==> config.mk <==
export PLATFORM = sky130hd
export DESIGN_NAME = pixel_streamer
export DESIGN_NICKNAME = d
export VERILOG_FILES = /design/src/rtl/pixel_streamer_pkg.sv /design/src/rtl/pixel_streamer_raster_counter.sv /design/src/rtl/pixel_streamer.sv
export SDC_FILE = /design/constraint.sdc
export NUM_CORES = 1
export LEC_CHECK = 0
export BUFFER_PORTS_ARGS = -buffer_cell sky130_fd_sc_hd__buf_2
export CAP_MARGIN = 20
export CORE_UTILIZATION = 25
export DETAILED_ROUTE_END_ITERATION = 7
export HOLD_SLACK_MARGIN = 0.1
export PLACE_DENSITY = 0.52
export SYNTH_ARGS = -nofsm -noshare
export SYNTH_HDL_FRONTEND = slang
export SYNTH_SLANG_ARGS = --single-unit
==> constraint.sdc <==
create_clock -name clk -period 2.3 [get_ports clk]
set_input_delay 0.345 -clock clk [delete_from_list [all_inputs] [get_ports clk]]
set_output_delay 0.345 -clock clk [all_outputs]
set_load 0.005 [all_outputs]
==> src/rtl/pixel_streamer_pkg.sv <==
// pixel_streamer_pkg: shared state encoding, pixel width and frame constants for the streamer.
package pixel_streamer_pkg;
  localparam int PIX_W = 8;
  localparam int DEF_IMG_W = 64;
  localparam int DEF_IMG_H = 64;
  localparam int FRAME_PIX = DEF_IMG_W * DEF_IMG_H;
  localparam int READ_LAT = 1;
  typedef enum logic [1:0] {IDLE, STREAM, BLANK, DRAIN} state_e;
  function automatic int frame_pix(input int w, input int h);
    return w * h;
  endfunction
endpackage

==> src/rtl/pixel_streamer_raster_counter.sv <==
// raster_counter: row/col/linear address counters advancing on en_i, with last-column and last-pixel flags.
module raster_counter
  import pixel_streamer_pkg::*;
#(
  parameter int IMG_W = DEF_IMG_W,
  parameter int IMG_H = DEF_IMG_H,
  parameter int ADDR_W = 12,
  parameter int NPIX = FRAME_PIX,
  localparam int CW = $clog2(IMG_W),
  localparam int RW = $clog2(IMG_H)
) (
  input  logic              clk,
  input  logic              reset,
  input  logic              clr_i,
  input  logic              en_i,
  output logic [RW-1:0]     row_o,
  output logic [CW-1:0]     col_o,
  output logic [ADDR_W-1:0] addr_o,
  output logic              last_col_o,
  output logic              last_pix_o
);
  logic [RW-1:0] row_q, row_d;
  logic [CW-1:0] col_q, col_d;
  logic [ADDR_W-1:0] addr_q, addr_d;
  logic wrap;
  assign last_col_o = col_q == CW'(IMG_W - 1);
  assign last_pix_o = addr_q == ADDR_W'(NPIX - 1);
  assign wrap = clr_i || (en_i && last_pix_o);
  assign row_o = row_q;
  assign col_o = col_q;
  assign addr_o = addr_q;
  always_comb begin
    col_d = clr_i || (en_i && last_col_o) ? '0 : col_q + CW'(en_i);
    row_d = wrap ? '0 : row_q + RW'(en_i && last_col_o);
    addr_d = wrap ? '0 : addr_q + ADDR_W'(en_i);
  end
  always_ff @(posedge clk or negedge reset)
    if (!reset) begin
      row_q <= '0;
      col_q <= '0;
      addr_q <= '0;
    end else begin
      row_q <= row_d;
      col_q <= col_d;
      addr_q <= addr_d;
    end
endmodule

==> src/rtl/pixel_streamer.sv <==
// pixel_streamer: raster-order frame source reading a sync frame RAM onto the pixel/pixel_valid stream.
// Define PIXEL_STREAMER_PATTERN_EN to add pattern_mode, which replaces RAM data with row^col.
module pixel_streamer
  import pixel_streamer_pkg::*;
#(
  parameter int IMG_W = DEF_IMG_W,
  parameter int IMG_H = DEF_IMG_H,
  parameter int ADDR_W = 12,
  parameter int HBLANK = 0
) (
  input  logic              clk,
  input  logic              reset,
  input  logic              start,
  input  logic              pause,
`ifdef PIXEL_STREAMER_PATTERN_EN
  input  logic              pattern_mode,
`endif
  output logic              mem_rd_en,
  output logic [ADDR_W-1:0] mem_addr,
  input  logic [PIX_W-1:0]  mem_rdata,
  output logic [PIX_W-1:0]  pixel,
  output logic              pixel_valid,
  output logic              sof,
  output logic              eol,
  output logic              eof,
  output logic              busy,
  output logic              done
);
  localparam int NPIX = frame_pix(IMG_W, IMG_H);
  localparam int CW = $clog2(IMG_W);
  localparam int RW = $clog2(IMG_H);
  localparam logic [7:0] BLK_LAST = 8'(HBLANK > 0 ? HBLANK - 1 : 0);
  localparam logic [1:0] DRN_LAST = 2'(READ_LAT + 1);
  state_e state_q, state_d;
  logic [7:0] blank_q, blank_d;
  logic [1:0] drain_q, drain_d;
  logic done_q, done_d, pat_q, pat_d, clr, issue, last_col, last_pix;
  logic [RW-1:0] row;
  logic [CW-1:0] col;
  logic v1_q, sof1_q, eol1_q, eof1_q, pv_q, sof_q, eol_q, eof_q;
  logic [PIX_W-1:0] pat1_q, pixel_q;
  assign issue = state_q == STREAM && !pause;
  assign mem_rd_en = issue && !pat_q;
  assign busy = state_q != IDLE;
  assign done = done_q;
  assign pixel = pixel_q;
  assign pixel_valid = pv_q;
  assign sof = sof_q;
  assign eol = eol_q;
  assign eof = eof_q;
`ifdef PIXEL_STREAMER_PATTERN_EN
  assign pat_d = state_q == IDLE && start ? pattern_mode : pat_q;
`else
  assign pat_d = 1'b0;
`endif
  raster_counter #(.IMG_W(IMG_W), .IMG_H(IMG_H), .ADDR_W(ADDR_W), .NPIX(NPIX)) u_cnt (
    .clk(clk), .reset(reset), .clr_i(clr), .en_i(issue),
    .row_o(row), .col_o(col), .addr_o(mem_addr),
    .last_col_o(last_col), .last_pix_o(last_pix)
  );
  always_comb begin
    state_d = state_q;
    blank_d = blank_q;
    drain_d = drain_q;
    clr = 1'b0;
    done_d = 1'b0;
    case (state_q)
      IDLE: if (start) begin
        state_d = STREAM;
        clr = 1'b1;
      end
      STREAM: if (issue && last_pix) begin
        state_d = DRAIN;
        drain_d = '0;
      end else if (issue && last_col && HBLANK > 0) begin
        state_d = BLANK;
        blank_d = '0;
      end
      BLANK: if (!pause) begin
        if (blank_q == BLK_LAST) state_d = STREAM;
        blank_d = blank_q + 8'd1;
      end
      DRAIN: begin
        if (drain_q == DRN_LAST) state_d = IDLE;
        done_d = drain_q == DRN_LAST;
        drain_d = drain_q + 2'd1;
      end
      default: state_d = IDLE;
    endcase
  end
  // Markers and pattern value travel one stage alongside the RAM read, then land with the pixel.
  always_ff @(posedge clk or negedge reset)
    if (!reset) begin
      state_q <= IDLE;
      blank_q <= '0;
      drain_q <= '0;
      done_q <= 1'b0;
      pat_q <= 1'b0;
      v1_q <= 1'b0;
      sof1_q <= 1'b0;
      eol1_q <= 1'b0;
      eof1_q <= 1'b0;
      pat1_q <= '0;
      pv_q <= 1'b0;
      sof_q <= 1'b0;
      eol_q <= 1'b0;
      eof_q <= 1'b0;
      pixel_q <= '0;
    end else begin
      state_q <= state_d;
      blank_q <= blank_d;
      drain_q <= drain_d;
      done_q <= done_d;
      pat_q <= pat_d;
      v1_q <= issue;
      sof1_q <= issue && mem_addr == '0;
      eol1_q <= issue && last_col;
      eof1_q <= issue && last_pix;
      pat1_q <= PIX_W'(row) ^ PIX_W'(col);
      pv_q <= v1_q;
      sof_q <= sof1_q;
      eol_q <= eol1_q;
      eof_q <= eof1_q;
      if (v1_q) pixel_q <= pat_q ? pat1_q : mem_rdata;
    end
endmodule

==> summary.txt <==
Timing
  • Fin. max-slew vios: 0
  • Crit path time final: 2030 ps
  • Slew @ Worst Pin: 441 ps
  • Max-slew headroom: 70.5%
  • Setup TNS: 0 ps
  • Max Fclk: 492 MHz
  • Final worst-path cycle share: 88.3%
  • Skew final: 9.90 ps
  • Final-report hold violation count: 0
  • Final setup viols: 0
  • RSZ-0062 raised after global routing: no

CTS
  • CTS max path bufs: 2
  • CTS root buf: clkbuf_8
  • Clock latency on the worst-skew pair: 300 ps
  • Total CTS buffers: 5
  • Hold buffer count at CTS: 1
  • Clk sinks: 47
  • Setup Buffers After CTS: 0
  • Cts repair resizes: 0
  • # H-tree levels: 2
  • Worst-path clk slew: 90 ps
  • CTS tree: yes

Synthesis
  • Post-Synthesis Cells: 175
  • Yosys reg bits: 47
  • Post-synth cell types: 31
  • Mapped cell area: 2050 µm²
  • Yosys warns: 0
  • Synthesized area per cell: 11.7 µm²
  • Synth Net Count: 194
  • Sequential fraction of the synthesis area: 57.3%

Pwr
  • Gate power share: 27.4%
  • Leakage: 1.22 nW
  • Total power draw: 2.39 mW
  • Flop pwr share: 52.2%
  • Switching power: 0.779 mW
  • Pwr/cell area: 965 nW/µm²
  • Clock group share of total power: 20.4%
  • Sw Ratio: 32.6%
  • Peak supply drop: 0.000323 V
  • Total internal power: 1.61 mW

Global routing
  • Largest net degree at the start of global routing: 20
  • GRT Resource Usage Total: 10.5%
  • Initial antenna violation count: 0
  • Number of global-route vias before repair: 1410
  • First-pass GRT wire length: 6.91 mm
  • Total congestion overflow: 0

Floorplan
  • Placement Rows: 32
  • I/O pin total: 39
  • Die H: 92.6 µm
  • Die Span X: 92.6 µm
  • Core ar.: 7850 µm²
  • Die area: 8580 µm²
  • Initial Utilization: 26.2%

Min path
  • Hold Startpoint: mem_rdata[6]
  • Hold path cells: 2
  • Worst Hold Endpoint: pixel[6]
  • Hold WC Path Type: input port to flip-flop

Drt
  • Via density: 4.34
  • Drt pass-1 iters: 4
  • WL final: 4.01 mm
  • Initial drt markers: 30
  • WL/cell: 12.4 µm
  • Routed via count: 1406
  • Post-route DRC: 0
  • Final ANT Viol Nets: 0

Critical path
  • Worst reg2reg endpoint: u_cnt.addr_o[10]
  • Setup CP Type: flip-flop to flip-flop
  • CP endpoint kind: flip-flop
  • FF-to-FF setup slack: 270 ps
  • Reg-to-Reg Start: state_q[1]
  • Critical Path AT: 2210 ps
  • Critical path required time: 2480 ps
  • R2R depth: 8
  • Crit Path Max Fanout: 6
  • Crit path launch type: flip-flop

Finish
  • Multi-input gate area: 838 µm²
  • Share of cells above drive strength 1: 28.8%
  • Commonest cells after routing, fill and taps aside: dfrtp_1 (47), buf_2 (38), nor2_1 (23)
  • Commonest non-fill, non-tap cell in the layout: dfrtp_1
  • Util after Layout: 31.6%
  • FF/Latch Area: 1180 µm²
  • Finished Cell Area: 2480 µm²
  • Nets: 240
  • Number of fill cells: 844
  • ANT cells: 0
  • Fin cells: 324
  • P&R area growth vs syn: 20.6%

Placement
  • DP Area: 2380 µm²
  • Detailed Place HPWL: 2.96 mm
  • Count of input and output buffers: 38
  • RD Place Congestion: 0.769
  • Inst Count DP: 315

Job
  • Max Cap Violations: 0

Run status
  • Outcome: complete, no violations
[final cells by class]
type | instances | area share (%)
clock buffers | 6 | 2.93
clock inverters | 2 | 0.505
inverters | 7 | 1.06
multi-input cells | 118 | 33.9
flip-flops and latches | 47 | 47.5
well taps | 102 | 5.15
repair buffers | 42 | 8.99
[routing by layer]
metal / global-route usage [%] / up-vias / wire (µm)
li1: - / 697 / -
met1: 13.9 / 678 / 1900
met2: 16.6 / 29 / 1910
met3: 2.87 / 2 / 166
met4: 3.08 / 0 / 27
met5: 0 / - / 0
[flip-flops by register name, summed over array words and instances, names as in the netlist]
register / cells
blank_q: 8
done: 1
drain_q: 2
eof: 1
eof1_q: 1
eol: 1
eol1_q: 1
pixel: 8
pixel_valid: 1
sof: 1
sof1_q: 1
state_q: 2
u_cnt.addr_o: 12
u_cnt.col_o: 6
v1_q: 1
[logic make-up (layout without fill, tap and decap cells)]
logic type / after synthesis / count (layout) / share of synthesized area [%]
compound gates: 10 / 10 / 3.29
mux: 8 / 8 / 4.39
flops: 47 / 47 / 57.3
buf+inv: 10 / 57 / 1.89
xor+xnor: 20 / 20 / 8.53
simple gates: 73 / 73 / 20.4
fa+ha+maj: 7 / 7 / 4.27
[worst max-delay path by stage]
stage	startpoint	endpoint	slack (ps)	cells past startpoint
6_report	state_q[1]	u_cnt.addr_o[10]	270	8
5_1_grt	state_q[1]	u_cnt.addr_o[10]	100	8
4_1_cts	state_q[1]	u_cnt.addr_o[10]	250	8
3_5_place_dp	pause	u_cnt.addr_o[10]	250	9
3_3_place_gp	pause	u_cnt.addr_o[10]	280	9
2_1_floorplan	state_q[1]	u_cnt.addr_o[10]	360	8
[critical path: stages (launching register included)]
cell     delay (ps)
dfrtp_1         430
or3b_4          440
inv_2            70
ha_1            200
ha_1            200
and3_1          240
nand4_1         130
xor2_1          150
nor2_1           50
[power by group through the flow]
| stage | registers (mW) | logic [mW] | clock network [mW] |
|---|---|---|---|
| after floorplan | 1.21 | 0.453 | 0 |
| after global placement | 1.26 | 0.663 | 0 |
| after detailed placement | 1.27 | 0.668 | 0 |
| after CTS | 1.25 | 0.671 | 0.512 |
| after global routing | 1.29 | 0.764 | 0.541 |
| final | 1.25 | 0.656 | 0.487 |
[cell usage after synthesis, drive strengths merged]
library cell,count,area share (%)
dfrtp,47,57
nor2,23,4.2
nand2,11,2.0
nand4,11,4.8
xnor2,10,4.3
xor2,10,4.3
mux2,8,4.4
ha,7,4.3
inv,7,1.3
and3,6,1.8
nand3,6,1.5
nor4,5,1.5
o21ai,4,1.5
a21oi,3,0.73
and4,3,1.4
clkbuf,2,0.37
nand2b,2,0.73
nor3,2,0.49
a21o,1,0.37
buf,1,0.24
nor3b,1,0.61
nor4b,1,0.43
o211ai,1,0.37
o22ai,1,0.30
or3,1,0.30
or3b,1,0.55
[through the flow]
stage / hold WS [ps] / setup slack, ps
6_report: 274 / 269
3_5_place_dp: 271 / 247
5_1_grt: 255 / 102
3_3_place_gp: 272 / 281
4_1_cts: 260 / 248
2_1_floorplan: 49.4 / 357
Note: power is estimated with default switching activity, not from simulation.
